File: config.mk
export PLATFORM = sky130hd
export DESIGN_NAME = div_sequencer
export DESIGN_NICKNAME = d
export VERILOG_FILES = /design/src/rtl/div_sequencer.sv
export SDC_FILE = /design/constraint.sdc
export NUM_CORES = 1
export LEC_CHECK = 0
export CAP_MARGIN = 20
export CORE_MARGIN = 5
export CORE_UTILIZATION = 57
export CTS_CLUSTER_SIZE = 40
export DETAILED_ROUTE_END_ITERATION = 10
export HOLD_SLACK_MARGIN = 0.12
export PLACE_DENSITY_LB_ADDON = 0.2
export SLEW_MARGIN = 5
export SYNTH_ARGS = -nofsm -noshare
export SYNTH_HDL_FRONTEND = slang
export SYNTH_SLANG_ARGS = --single-unit
export TNS_END_PERCENT = 30
File: constraint.sdc
create_clock -name clk -period 4.98 [get_ports clk]
set_clock_uncertainty 0.1 [all_clocks]
set_input_delay 0.996 -clock clk [delete_from_list [all_inputs] [get_ports clk]]
set_output_delay 0.996 -clock clk [all_outputs]
set_load 0.02 [all_outputs]
File: src/rtl/div_sequencer.sv
// div_sequencer: multi-cycle RV32M divide unit (DIV, DIVU, REM, REMU).
// Borrows the execute-stage ALU for negation, compare and subtract, and runs
// restoring division one quotient bit per iteration.
// Build option: LOOPYV_DIV_FUSE_EN adds a one-entry result cache so that a
// REM following a DIV (or vice versa) on the same operands completes at once.
//
// state | meaning
// ------+---------------------------------------------------------------
// IDLE  | ready for a request; special cases and cache hits go to DONE
// NEG_A | take magnitude of a negative signed dividend
// NEG_B | take magnitude of a negative signed divisor, clear rem/count
// CMP   | shift in next dividend bit, compare partial remainder to divisor
// SUB   | subtract divisor from partial remainder (quotient bit was 1)
// FIX   | pick quotient/remainder, apply sign correction
// DONE  | result valid, held until writeback accepts
module div_sequencer #(
    parameter int XLEN   = 32,
    parameter int ITER_W = 5
) (
    input  logic            clk,
    input  logic            rst_n,
    input  logic            reqValid,
    output logic            reqReady,
    input  logic [1:0]      reqOp,
    input  logic [XLEN-1:0] reqRs1,
    input  logic [XLEN-1:0] reqRs2,
    output logic            respValid,
    input  logic            respReady,
    output logic [XLEN-1:0] respData,
    output logic            aluOwn,
    output logic [XLEN-1:0] aluOperand1,
    output logic [XLEN-1:0] aluOperand2,
    output logic [3:0]      aluCntrl,
    input  logic [XLEN-1:0] aluResult
);

    // ALU operation encodings shared with the execute-stage ALU
    localparam logic [3:0] ALU_ADD  = 4'h0;
    localparam logic [3:0] ALU_SLTU = 4'h3;
    localparam logic [3:0] ALU_SUB  = 4'h8;

    localparam logic [XLEN-1:0]   MIN_NEG   = {1'b1, {(XLEN-1){1'b0}}};
    localparam logic [XLEN-1:0]   ALL_ONES  = {XLEN{1'b1}};
    localparam logic [ITER_W-1:0] LAST_ITER = ITER_W'(XLEN-1);

    typedef enum logic [2:0] {
        IDLE,
        NEG_A,
        NEG_B,
        CMP,
        SUB,
        FIX,
        DONE
    } state_t;

    state_t state, next_state;

    logic              is_rem;
    logic              sgn_q;
    logic              neg_q;
    logic              neg_r;
    logic [XLEN-1:0]   dvd;
    logic [XLEN-1:0]   dvs;
    logic [XLEN-1:0]   quo;
    logic [XLEN-1:0]   rem;
    logic [ITER_W-1:0] count;
    logic [XLEN-1:0]   resp_data;

    logic              req_signed;
    logic              div_zero;
    logic              div_ovf;
    logic              cache_hit;
    logic [XLEN-1:0]   shifted;
    logic              ge;
    logic [XLEN-1:0]   fix_sel;
    logic              fix_neg;
    logic [XLEN-1:0]   fix_res;

    assign req_signed = ~reqOp[0];
    assign div_zero   = (reqRs2 == '0);
    assign div_ovf    = req_signed && (reqRs1 == MIN_NEG) && (reqRs2 == ALL_ONES);

    // The bit shifted out of rem is the 33rd remainder bit; if set, the
    // shifted remainder certainly exceeds the divisor.
    assign shifted = {rem[XLEN-2:0], quo[XLEN-1]};
    assign ge      = rem[XLEN-1] | ~aluResult[0];

    assign fix_sel = is_rem ? rem : quo;
    assign fix_neg = is_rem ? neg_r : neg_q;
    assign fix_res = fix_neg ? aluResult : fix_sel;

    assign reqReady  = (state == IDLE);
    assign respValid = (state == DONE);
    assign respData  = resp_data;

`ifdef LOOPYV_DIV_FUSE_EN
    logic            c_valid;
    logic [XLEN-1:0] c_rs1;
    logic [XLEN-1:0] c_rs2;
    logic            c_sgn;
    logic [XLEN-1:0] c_q;
    logic [XLEN-1:0] c_r;
    logic [XLEN-1:0] orig_rs1;
    logic [XLEN-1:0] orig_rs2;
    logic [XLEN-1:0] fin_q;
    logic [XLEN-1:0] fin_r;

    assign cache_hit = c_valid && (c_rs1 == reqRs1) && (c_rs2 == reqRs2) &&
                       (c_sgn == req_signed);

    // Track both signed results of the current op and refill the cache when
    // writeback takes the result. The ALU only negates the selected result,
    // so the other one is sign-corrected locally for the cache.
    always_ff @(posedge clk) begin
        if (!rst_n) begin
            c_valid  <= 1'b0;
            c_rs1    <= '0;
            c_rs2    <= '0;
            c_sgn    <= 1'b0;
            c_q      <= '0;
            c_r      <= '0;
            orig_rs1 <= '0;
            orig_rs2 <= '0;
            fin_q    <= '0;
            fin_r    <= '0;
        end else begin
            if (state == IDLE && reqValid) begin
                orig_rs1 <= reqRs1;
                orig_rs2 <= reqRs2;
                if (div_zero) begin
                    fin_q <= ALL_ONES;
                    fin_r <= reqRs1;
                end else if (div_ovf) begin
                    fin_q <= MIN_NEG;
                    fin_r <= '0;
                end else if (cache_hit) begin
                    fin_q <= c_q;
                    fin_r <= c_r;
                end
            end
            if (state == FIX) begin
                if (is_rem) begin
                    fin_r <= fix_res;
                    fin_q <= neg_q ? (XLEN'(0) - quo) : quo;
                end else begin
                    fin_q <= fix_res;
                    fin_r <= neg_r ? (XLEN'(0) - rem) : rem;
                end
            end
            if (state == DONE && respReady) begin
                c_valid <= 1'b1;
                c_rs1   <= orig_rs1;
                c_rs2   <= orig_rs2;
                c_sgn   <= sgn_q;
                c_q     <= fin_q;
                c_r     <= fin_r;
            end
        end
    end
`else
    assign cache_hit = 1'b0;
`endif

    // State register
    always_ff @(posedge clk) begin
        if (!rst_n) begin
            state <= IDLE;
        end else begin
            state <= next_state;
        end
    end

    // Next state and ALU request for the current step
    always_comb begin
        next_state  = state;
        aluOwn      = 1'b0;
        aluOperand1 = '0;
        aluOperand2 = '0;
        aluCntrl    = ALU_ADD;
        case (state)
            IDLE: begin
                if (reqValid) begin
                    next_state = (div_zero || div_ovf || cache_hit) ? DONE : NEG_A;
                end
            end
            NEG_A: begin
                aluOwn = 1'b1;
                if (sgn_q && dvd[XLEN-1]) begin
                    aluCntrl    = ALU_SUB;
                    aluOperand2 = dvd;
                end
                next_state = NEG_B;
            end
            NEG_B: begin
                aluOwn = 1'b1;
                if (sgn_q && dvs[XLEN-1]) begin
                    aluCntrl    = ALU_SUB;
                    aluOperand2 = dvs;
                end
                next_state = CMP;
            end
            CMP: begin
                aluOwn      = 1'b1;
                aluCntrl    = ALU_SLTU;
                aluOperand1 = shifted;
                aluOperand2 = dvs;
                if (ge) begin
                    next_state = SUB;
                end else if (count == LAST_ITER) begin
                    next_state = FIX;
                end else begin
                    next_state = CMP;
                end
            end
            SUB: begin
                aluOwn      = 1'b1;
                aluCntrl    = ALU_SUB;
                aluOperand1 = rem;
                aluOperand2 = dvs;
                next_state  = (count == LAST_ITER) ? FIX : CMP;
            end
            FIX: begin
                aluOwn = 1'b1;
                if (fix_neg) begin
                    aluCntrl    = ALU_SUB;
                    aluOperand2 = fix_sel;
                end
                next_state = DONE;
            end
            DONE: begin
                if (respReady) begin
                    next_state = IDLE;
                end
            end
            default: next_state = IDLE;
        endcase
    end

    // Operand capture, iteration datapath and result register
    always_ff @(posedge clk) begin
        if (!rst_n) begin
            is_rem    <= 1'b0;
            sgn_q     <= 1'b0;
            neg_q     <= 1'b0;
            neg_r     <= 1'b0;
            dvd       <= '0;
            dvs       <= '0;
            quo       <= '0;
            rem       <= '0;
            count     <= '0;
            resp_data <= '0;
        end else begin
            case (state)
                IDLE: begin
                    if (reqValid) begin
                        is_rem <= reqOp[1];
                        sgn_q  <= req_signed;
                        dvd    <= reqRs1;
                        dvs    <= reqRs2;
                        neg_q  <= req_signed && (reqRs1[XLEN-1] ^ reqRs2[XLEN-1]) && !div_zero;
                        neg_r  <= req_signed && reqRs1[XLEN-1];
                        if (div_zero) begin
                            resp_data <= reqOp[1] ? reqRs1 : ALL_ONES;
                        end else if (div_ovf) begin
                            resp_data <= reqOp[1] ? '0 : MIN_NEG;
                        end
`ifdef LOOPYV_DIV_FUSE_EN
                        else if (cache_hit) begin
                            resp_data <= reqOp[1] ? c_r : c_q;
                        end
`endif
                    end
                end
                NEG_A: begin
                    if (sgn_q && dvd[XLEN-1]) begin
                        dvd <= aluResult;
                    end
                end
                NEG_B: begin
                    if (sgn_q && dvs[XLEN-1]) begin
                        dvs <= aluResult;
                    end
                    rem   <= '0;
                    count <= '0;
                    quo   <= dvd;
                end
                CMP: begin
                    rem <= shifted;
                    quo <= {quo[XLEN-2:0], ge};
                    if (!ge) begin
                        count <= count + 1'b1;
                    end
                end
                SUB: begin
                    rem   <= aluResult;
                    count <= count + 1'b1;
                end
                FIX: begin
                    resp_data <= fix_res;
                end
                default: ;
            endcase
        end
    end

endmodule

# Yosys cells after proc, flatten, opt, wreduce, memory -nomap -nowiden
# Index checks and enable logic that the tools add are counted.
# totals
mem_bits_rw	0
rom_bits	0
latch_bits	0
output_inout_bits	103
memories	0
reg_bits	172
# classes
muxes	35
n_shift	0
eq_ne	15
n_div	0
n_reduce_logical	24
multipliers	0
bitwise	4
n_addsub	1
n_lt_le_gt_ge	0
# op_table
cell	n
$mux 32	14
$pmux 32 s2	5
$pmux 32 s4	1
$pmux 32 s3	1
$eq 32x32->1 const B	2
$logic_not 32->1	1
$pmux 3 s7	1
$pmux 4 s5	1
$mux 3	5
$pmux 5 s3	1
$mux 4	3
$eq 3x3->1 const B	3
$reduce_and 3->1	3
$ne 2x2->1 const B	4
$reduce_bool 2->1	4
$logic_and 1x1->1	7
$eq 3x2->1 const B	2
$reduce_and 2->1	3
$add 5x1->5 const B	1
$eq 5x5->1 const B	1
$mux 5	1
$reduce_or 5->1	1
$eq 3x1->1 const B	1
$logic_not 3->1	1
10 further kinds	12

# Logic depth before layout (Yosys ltp)
# Gate-level depths: netlist of run 1.
# logic_depth
ltp_word	7
depth_mapped	10
ltp_nobuf	7

# Least setup slack after synthesis of run 1
# Ideal clock, no wire load.
# synth_path
kind	register -> output
start	register is_rem
end	output aluOperand2[0]
path_buffers	3
stages_incl_launch_ff	8
slack_ns	2.122
arrival_ns	1.762
required_ns	3.884
path_cell_list	dfxtp_1 > clkbuf_1 > mux2i_1 > nand2b_1 > clkbuf_1 > clkbuf_1 > nor2_1 > a221o_1
# synth_via
elab_chain_len	3
elab_cells_between_ends	4
classes_between	mux (4)
# synth_rtl
element	line_no	text
start: declaration	58	logic is_rem;
start signal: assignment	256	is_rem <= reqOp[1];
$mux 32 / $mux 1 (equally long branches)	88, 89	
$mux 32 *	224	if (fix_neg) begin
$pmux 32 s4 *	180	case (state)
end: declaration	32	output logic [XLEN-1:0] aluOperand2,
# Every way passes the cells marked *; elsewhere a longest branch is shown, timed or not.

# Final worst setup path of run 1
# layout_path
start	register state[1]
end	output aluOperand2[1]
# layout_via
elab_chain_len	3
elab_cells_between_ends	7
classes_between	eq/ne (5); mux (1); reduce/logical (1)
# layout_rtl
element	line_no	text
start: declaration	56	state_t state, next_state;
start signal: assignment	169	state <= next_state;
$eq 3x2->1 / $eq 3x3->1 (equally long branches)	180	
$reduce_or 2->1 (no source line)	--	
$pmux 32 s4 *	180	
# Marked as above.

==> impl_results.md, run 1 <==
- Outcome: complete, no violations
- CP max stage cell: dfxtp_2
- F_max: 234 MHz
- XOR/XNOR share of the synthesized area: 0.0825%
- Vias in the first global route: 10600
- Iteration count of the initial detailed-routing pass: 6
- CTS tree: yes
- RSZ-0062 raised after global routing: no
- Clock root buffer: clkbuf_16
- Hold Fails Final Rpt: 0
- Routed wire length: 38300 um
- H-tree depth reported by CTS: 4
- Max Fanout on Critical Path: 28
- Pin count of the biggest net entering global routing: 80
- Die Area: 0.0214 mm^2
- Antenna violations before repair: 0
- Remaining antenna violation count: 0
- Req. time, crit path: 3880 ps
- Post-DP HPWL: 25300 um
- DP Worst Slack: 1230 ps
- CTS Buffer Depth: 2
- DRC viols: 0
- Fin. max-slew vios: 0
- GRT Total Usage: 34.2%
- CP peak stage delay: 720 ps
- Synth async-reset ratio: 0%
- Nets@finish: 1490
- # resized after CTS: 0
- Slew HR: 39.9%
- Syn-to-layout area delta: 24.7%
- Sink Count: 172
- CP arrival: 3180 ps
- Die Ht: 146 um
- Lkg Pwr: 5.70 nW
- Max Cap Viol: 0
- Post-synthesis mux area share: 12.5%
- Share of cells above drive strength 1: 8.58%
- Kind of critical path: reg -> out
- Fin util: 71.4%
- Post-synth EDFFs: 0
- Gpl congestion: 0.920
- Setup Viol. Count Final: 0
- Port-buffer cells: 203
- Peak supply drop: 282 uV
- Diodes inserted: 0
- Ports: 205
- CTS Buf Count: 17
- Setup TNS: 0 ps
- Worst min-delay path class: reg -> reg
- Placed cells: 1601
- Final worst-path cycle share: 85.9%
- Synth area leader: dfxtp_1
- Yosys reg bits: 172
- Drt first-iter violations: 1230
- Reg clk slew, reported paths: 70 ps
- Initial Util: 57.3%
- Post-Syn Instances: 1270
- WL per Instance: 23.5 um
- Core Box Area: 0.0185 mm^2
- Largest family of logic cells by synthesized area: compound AO/OA/AOI/OAI gates
- Crit-path cells: nor2b_1 > and2_2 > nand2b_1 > buf_4 > nor2_1 > a221o_1 > clkdlybuf4s50_1
- Most frequent cells after synthesis: 172 x dfxtp_1, 153 x nor2_1, 99 x nand2_1
- Total Power: 3.79 mW
- Worst-Margin Slew: 902 ps
- Syn_nets: 1374
- Gr ovfl total: 0
- Nature of the critical path startpoint: register
- Die Wd: 146 um
- Largest cells by area after synthesis: dfxtp_1 32%, mux2i_1 9.2%, o211a_1 8.0%, nor2_1 5.4%, nor2b_1 3.9%
- Min Tclk post-route: 4280 ps
- Top_reg_cell synth: dfxtp_1
- Top-count cell post-synth: dfxtp_1
- Post-synthesis sequential area ratio: 32.4%
- Pwr dens: 286 mW/mm^2
- Yosys cell types: 62
- Row cnt: 50
- Final cell count without fillers: 1633
- Post-Synth Simple-Gate Area: 20.3%
- Via-to-Cell Ratio: 6.81
- Cts hold-fix bufs: 0
- Area share of the leading cell type in the synthesized netlist: 32.4%
- Routed via count: 11100
- Setup bufs post-CTS: 0
- Mean Syn Cell Area: 8.36 um^2
- First-pass GRT wire length: 59100 um
- Mapped Area: 0.0106 mm^2
- Complex-gate fraction of the synthesized area: 28.6%
- Synth warn: 0
- Post-layout worst setup margin: 705 ps
- Worst-skew pair later-pin latency: 440 ps
- Worst Setup End Kind: primary output
- Adder-cell area share of the yosys netlist: 0.236%
- Number of fill cells: 1489
==> final timing paths <==
kind	start	endpoint	depth (start not counted)	slack (ps)
worst min register to register	respData[31]	respData[31]	2	380
worst max register to register	state[0]	respData[31]	9	1290
worst max-delay path	state[1]	aluOperand2[1]	7	700
worst min-delay path	respData[31]	respData[31]	2	380
==> cells in the final DEF (no fill, tap or decap), types with 9 or more instances in the layout <==
cell type / count
clkdlybuf4s50_1: 202
clkbuf_16: 17
a21oi_1: 46
buf_4: 28
a221o_1: 31
o21ai_0: 38
o211ai_1: 33
o31ai_1: 33
nand2_1: 98
nor2b_1: 63
nor2_1: 152
or3_1: 32
dfxtp_1: 169
nor4_1: 14
a22o_1: 32
nand3_1: 36
nand4_1: 9
mux2i_1: 97
mux2_2: 31
a221oi_1: 31
a211oi_1: 41
o211a_1: 85
==> stage by stage <==
stage               instance area, um^2  hold WS [ps]
floorplan                         10600           354
global placement                  12600           347
detailed placement                12600           378
CTS                               13200           386
global route                      13200           417
finish                            13200           382
==> cell type report <==
class / instances / area (um^2) / area share [%]
clock inverter: 14 / 158 / 1.19
clock buffer: 18 / 439 / 3.32
timing repair buffer: 233 / 2280 / 17.2
inverter: 3 / 12.5 / 0.0946
multi-input combinational: 959 / 6600 / 49.9
tap: 234 / 293 / 2.21
sequential: 172 / 3450 / 26.1
==> power by group <==
group          switching [mW]  total, mW  leakage, nW  internal [mW]
combinational           0.471      0.803         4.00          0.332
clock                   0.618       1.38        0.293          0.763
sequential              0.114       1.60         1.41           1.49
==> flip-flops by register name (all words and copies together), names as in the netlist <==
| register | cells |
|---|---|
| neg_q | 1 |
| quo | 32 |
| count | 5 |
| neg_r | 1 |
| dvd | 32 |
| state | 3 |
| rem | 32 |
| dvs | 32 |
| is_rem | 1 |
| respData | 32 |
| sgn_q | 1 |
==> routing by layer <==
metal	wire length [um]	global-route usage, %
met1	15100	44.1
met2	17500	54.4
met3	4140	8.01
met4	1650	15.9
met5	0	0
==> kinds of logic (layout without fill, tap and decap cells) <==
kind of cell               Yosys count  after routing
AOI/OAI and AO/OA                  382            382
xor gates and xnor gates             1              1
adders and majority gates            2              2
buffers and inverters              139            268
DFF                                172            172
muxes                              129            129
other                                1              1
and+or+nand+nor                    444            444
==> critical path: cells and delay by family (launching register included) <==
family                 cells  cell delay [ps]
flip-flops                 1              720
buffers and inverters      2              890
AND/OR/NAND/NOR            4              830
AO/OA/AOI/OAI              1              290
(Power assumes the default switching activity.)
==> run 2: changes to the inputs <==
Settings changed: TNS_END_PERCENT 30 to unset.
==> results of run 2 <==
The final DEF is identical to that of run 1; final timing and power are the same.
==> run 3: changes to the inputs <==
Clock period 4.98 ns to 5.51 ns, I/O delays scaled along.
==> run 3 against run 2 <==
Setup slack improved by 290 ps. Combinational power fell by 9.3%. First-iteration DRC count up 2.2%. Final cell count barely moved. Cell area rose by 0.18%. Hold slack better by 18 ps. Critical path depth unchanged. Flip-flop and latch count is the same. Critical path type unchanged. Critical endpoint is now aluOperand2[25]. Largest cell class unchanged.
==> impl_results.md, run 3 (synthesized netlist as in run 1, its figures left out) <==
- H-tree depth reported by CTS: 4 (unchanged)
- P_int: 2.37 mW (was 2.58 mW)
- Pin count of the biggest net entering global routing: 91 (was 80)
- Max Fanout on Critical Path: 36 (was 28)
- Post-DP HPWL: 25300 um (about the same)
- Buffers plus inverters on the worst setup path: 3 (was 2)
- Worst min-delay path class: reg -> reg (unchanged)
- Setup TNS: 0 ps (unchanged)
- Syn-to-layout area delta: 24.9% (was 24.7%)
- DP Worst Slack: 1260 ps (was 1230 ps)
- Die Ht: 146 um (unchanged)
- Peak supply drop: 230 uV (was 282 uV)
- Setup Viol. Count Final: 0 (unchanged)
- Outcome: complete, no violations (unchanged)
- CTS tree: yes (unchanged)
- Vias in the first global route: 10500 (was 10600)
- Worst-skew pair later-pin latency: 440 ps (about the same)
- Kind of critical path: reg -> out (unchanged)
- Total Power: 3.46 mW (was 3.79 mW)
- First-pass GRT wire length: 59100 um (about the same)
- Gr ovfl total: 0 (unchanged)
- Slew HR: 28.2% (was 39.9%)
- Remaining antenna violation count: 0 (unchanged)
- Part of the power in combinational logic: 21.0% (was 21.2%)
- Routed via count: 11100 (about the same)
- WL per Instance: 23.3 um (was 23.5 um)
- Highest-count cells in the layout ignoring fill and taps: 202 x clkdlybuf4s50_1, 169 x dfxtp_1, 152 x nor2_1, 98 x nand2_1, 97 x mux2i_1 (unchanged)
- CTS Buffer Depth: 2 (unchanged)
- Placed cells: 1602 (was 1601)
- RR Startpoint: state[0] (unchanged)
- F_max: 221 MHz
- DRC viols: 0 (unchanged)
- Clock network fraction of design power: 37.2% (was 36.5%)
- Hold Fails Final Rpt: 0 (unchanged)
- Lkg Pwr: 5.71 nW (was 5.70 nW)
- Final instance area: 0.0133 mm^2 (was 0.0132 mm^2)
- Max Cap Viol: 0 (unchanged)
- CP arrival: 3310 ps (was 3180 ps)
- Nature of the critical path startpoint: register (unchanged)
- Setup bufs post-CTS: 0 (unchanged)
- Pwr dens: 261 mW/mm^2 (was 286 mW/mm^2)
- Row cnt: 50 (unchanged)
- Final cell count without fillers: 1634 (was 1633)
- Flop pwr share: 41.8% (was 42.3%)
- Total net switching power: 1.09 mW (was 1.20 mW)
- Share of cells above drive strength 1: 8.57% (was 8.58%)
- Fin util: 71.6% (was 71.4%)
- Cell Area, Placed: 0.0126 mm^2 (about the same)
- Worst-Margin Slew: 1080 ps (was 902 ps)
- CP max stage cell: clkdlybuf4s50_1 (was dfxtp_2)
- Iteration count of the initial detailed-routing pass: 6 (unchanged)
- Req. time, crit path: 4310 ps (was 3880 ps)
- Routed wire length: 38000 um (was 38300 um)
- Fin. max-slew vios: 0 (unchanged)
- Sink Count: 172 (unchanged)
- Fin Hold WS: 400 ps (was 382 ps)
- Crit-path cells: nor2b_2 > nor2b_4 > buf_4 > o21bai_2 > buf_4 > a221o_1 > clkdlybuf4s50_1 (was nor2b_1 > and2_2 > nand2b_1 > buf_4 > nor2_1 > a221o_1 > clkdlybuf4s50_1)
- Diodes inserted: 0 (unchanged)
- Cts hold-fix bufs: 0 (unchanged)
- Die Wd: 146 um (unchanged)
- Clock root buffer: clkbuf_16 (unchanged)
- Most common cell after layout, fill and taps aside: clkdlybuf4s50_1 (unchanged)
- Via-to-Cell Ratio: 6.81 (about the same)
- Antenna violations before repair: 0 (unchanged)
- Min Tclk post-route: 4520 ps
- Ports: 205 (unchanged)
- Top Family by Delay on Critical Path: buffers and inverters (unchanged)
- Post-layout worst setup margin: 995 ps (was 705 ps)
- Gpl congestion: 0.896 (was 0.920)
- Worst Setup SP: state[2] (was state[1])
- CTS Buf Count: 17 (unchanged)
- Die Area: 0.0214 mm^2 (unchanged)
- Final worst-path cycle share: 82.0%
- Nets@finish: 1491 (was 1490)
- Hold path startpoint: count[3] (was respData[31])
- CP peak stage delay: 630 ps (was 720 ps)
- Initial Util: 57.3% (unchanged)
- Most used cell, CP: buf_4
- Worst Setup End Kind: primary output (unchanged)
- GRT Total Usage: 34.3% (was 34.2%)
- RSZ-0062 raised after global routing: no (unchanged)
- Core Box Area: 0.0185 mm^2 (unchanged)
- Reg clk slew, reported paths: 70 ps (about the same)
- # resized after CTS: 0 (unchanged)
- Port-buffer cells: 203 (unchanged)
- Drt first-iter violations: 1257 (was 1230)
- Sw frac: 31.4% (was 31.8%)
[run 3: cell count changes in the layout (fill, tap and decap cells not counted)]
cell / previous run / this run
clkbuf_1: 0 / 1
buf_4: 28 / 29
clkinv_4: 4 / 3
inv_4: 1 / 0
bufinv_16: 2 / 3
inv_8: 0 / 1
clkbuf_8: 1 / 0
[run 3: cell type report]
class                      count  area [um^2]
clock buffer                  18          429
clock inverter                14          184
fill                        1503         5270
inverter                       3         12.5
multi-input combinational    959         6600
sequential                   172         3450
tap                          234          293
timing repair buffer         234         2280
[run 3: layer usage]
layer,GRT usage (%),wire length [um]
met1,45.8,15300
met3,6.05,3740
met4,15.0,1550
met5,0,0
met2,54.4,17400
[run 3: path summary, 6_finish.rpt]
kind	endpoint	slack, ps	cells after the start
setup / recovery	aluOperand2[25]	990	7
setup reg to reg	dvd[2]	2040	7
hold / removal	count[3]	400	2
hold reg to reg	count[3]	400	2
[run 3: power groups by stage]
stage	Clock, mW	Sequential (mW)	Combinational, mW
2_1_floorplan	0	1.42	0.490
3_3_place_gp	0	1.47	0.692
6_report	1.29	1.44	0.728
5_1_grt	1.34	1.46	0.777
3_5_place_dp	0	1.47	0.709
4_1_cts	1.29	1.44	0.713
[run 3: worst min-delay path, delay by kind of cell (launching register included)]
kind,cells,cell delay (ps)
compound gates,2,130
flops,1,320
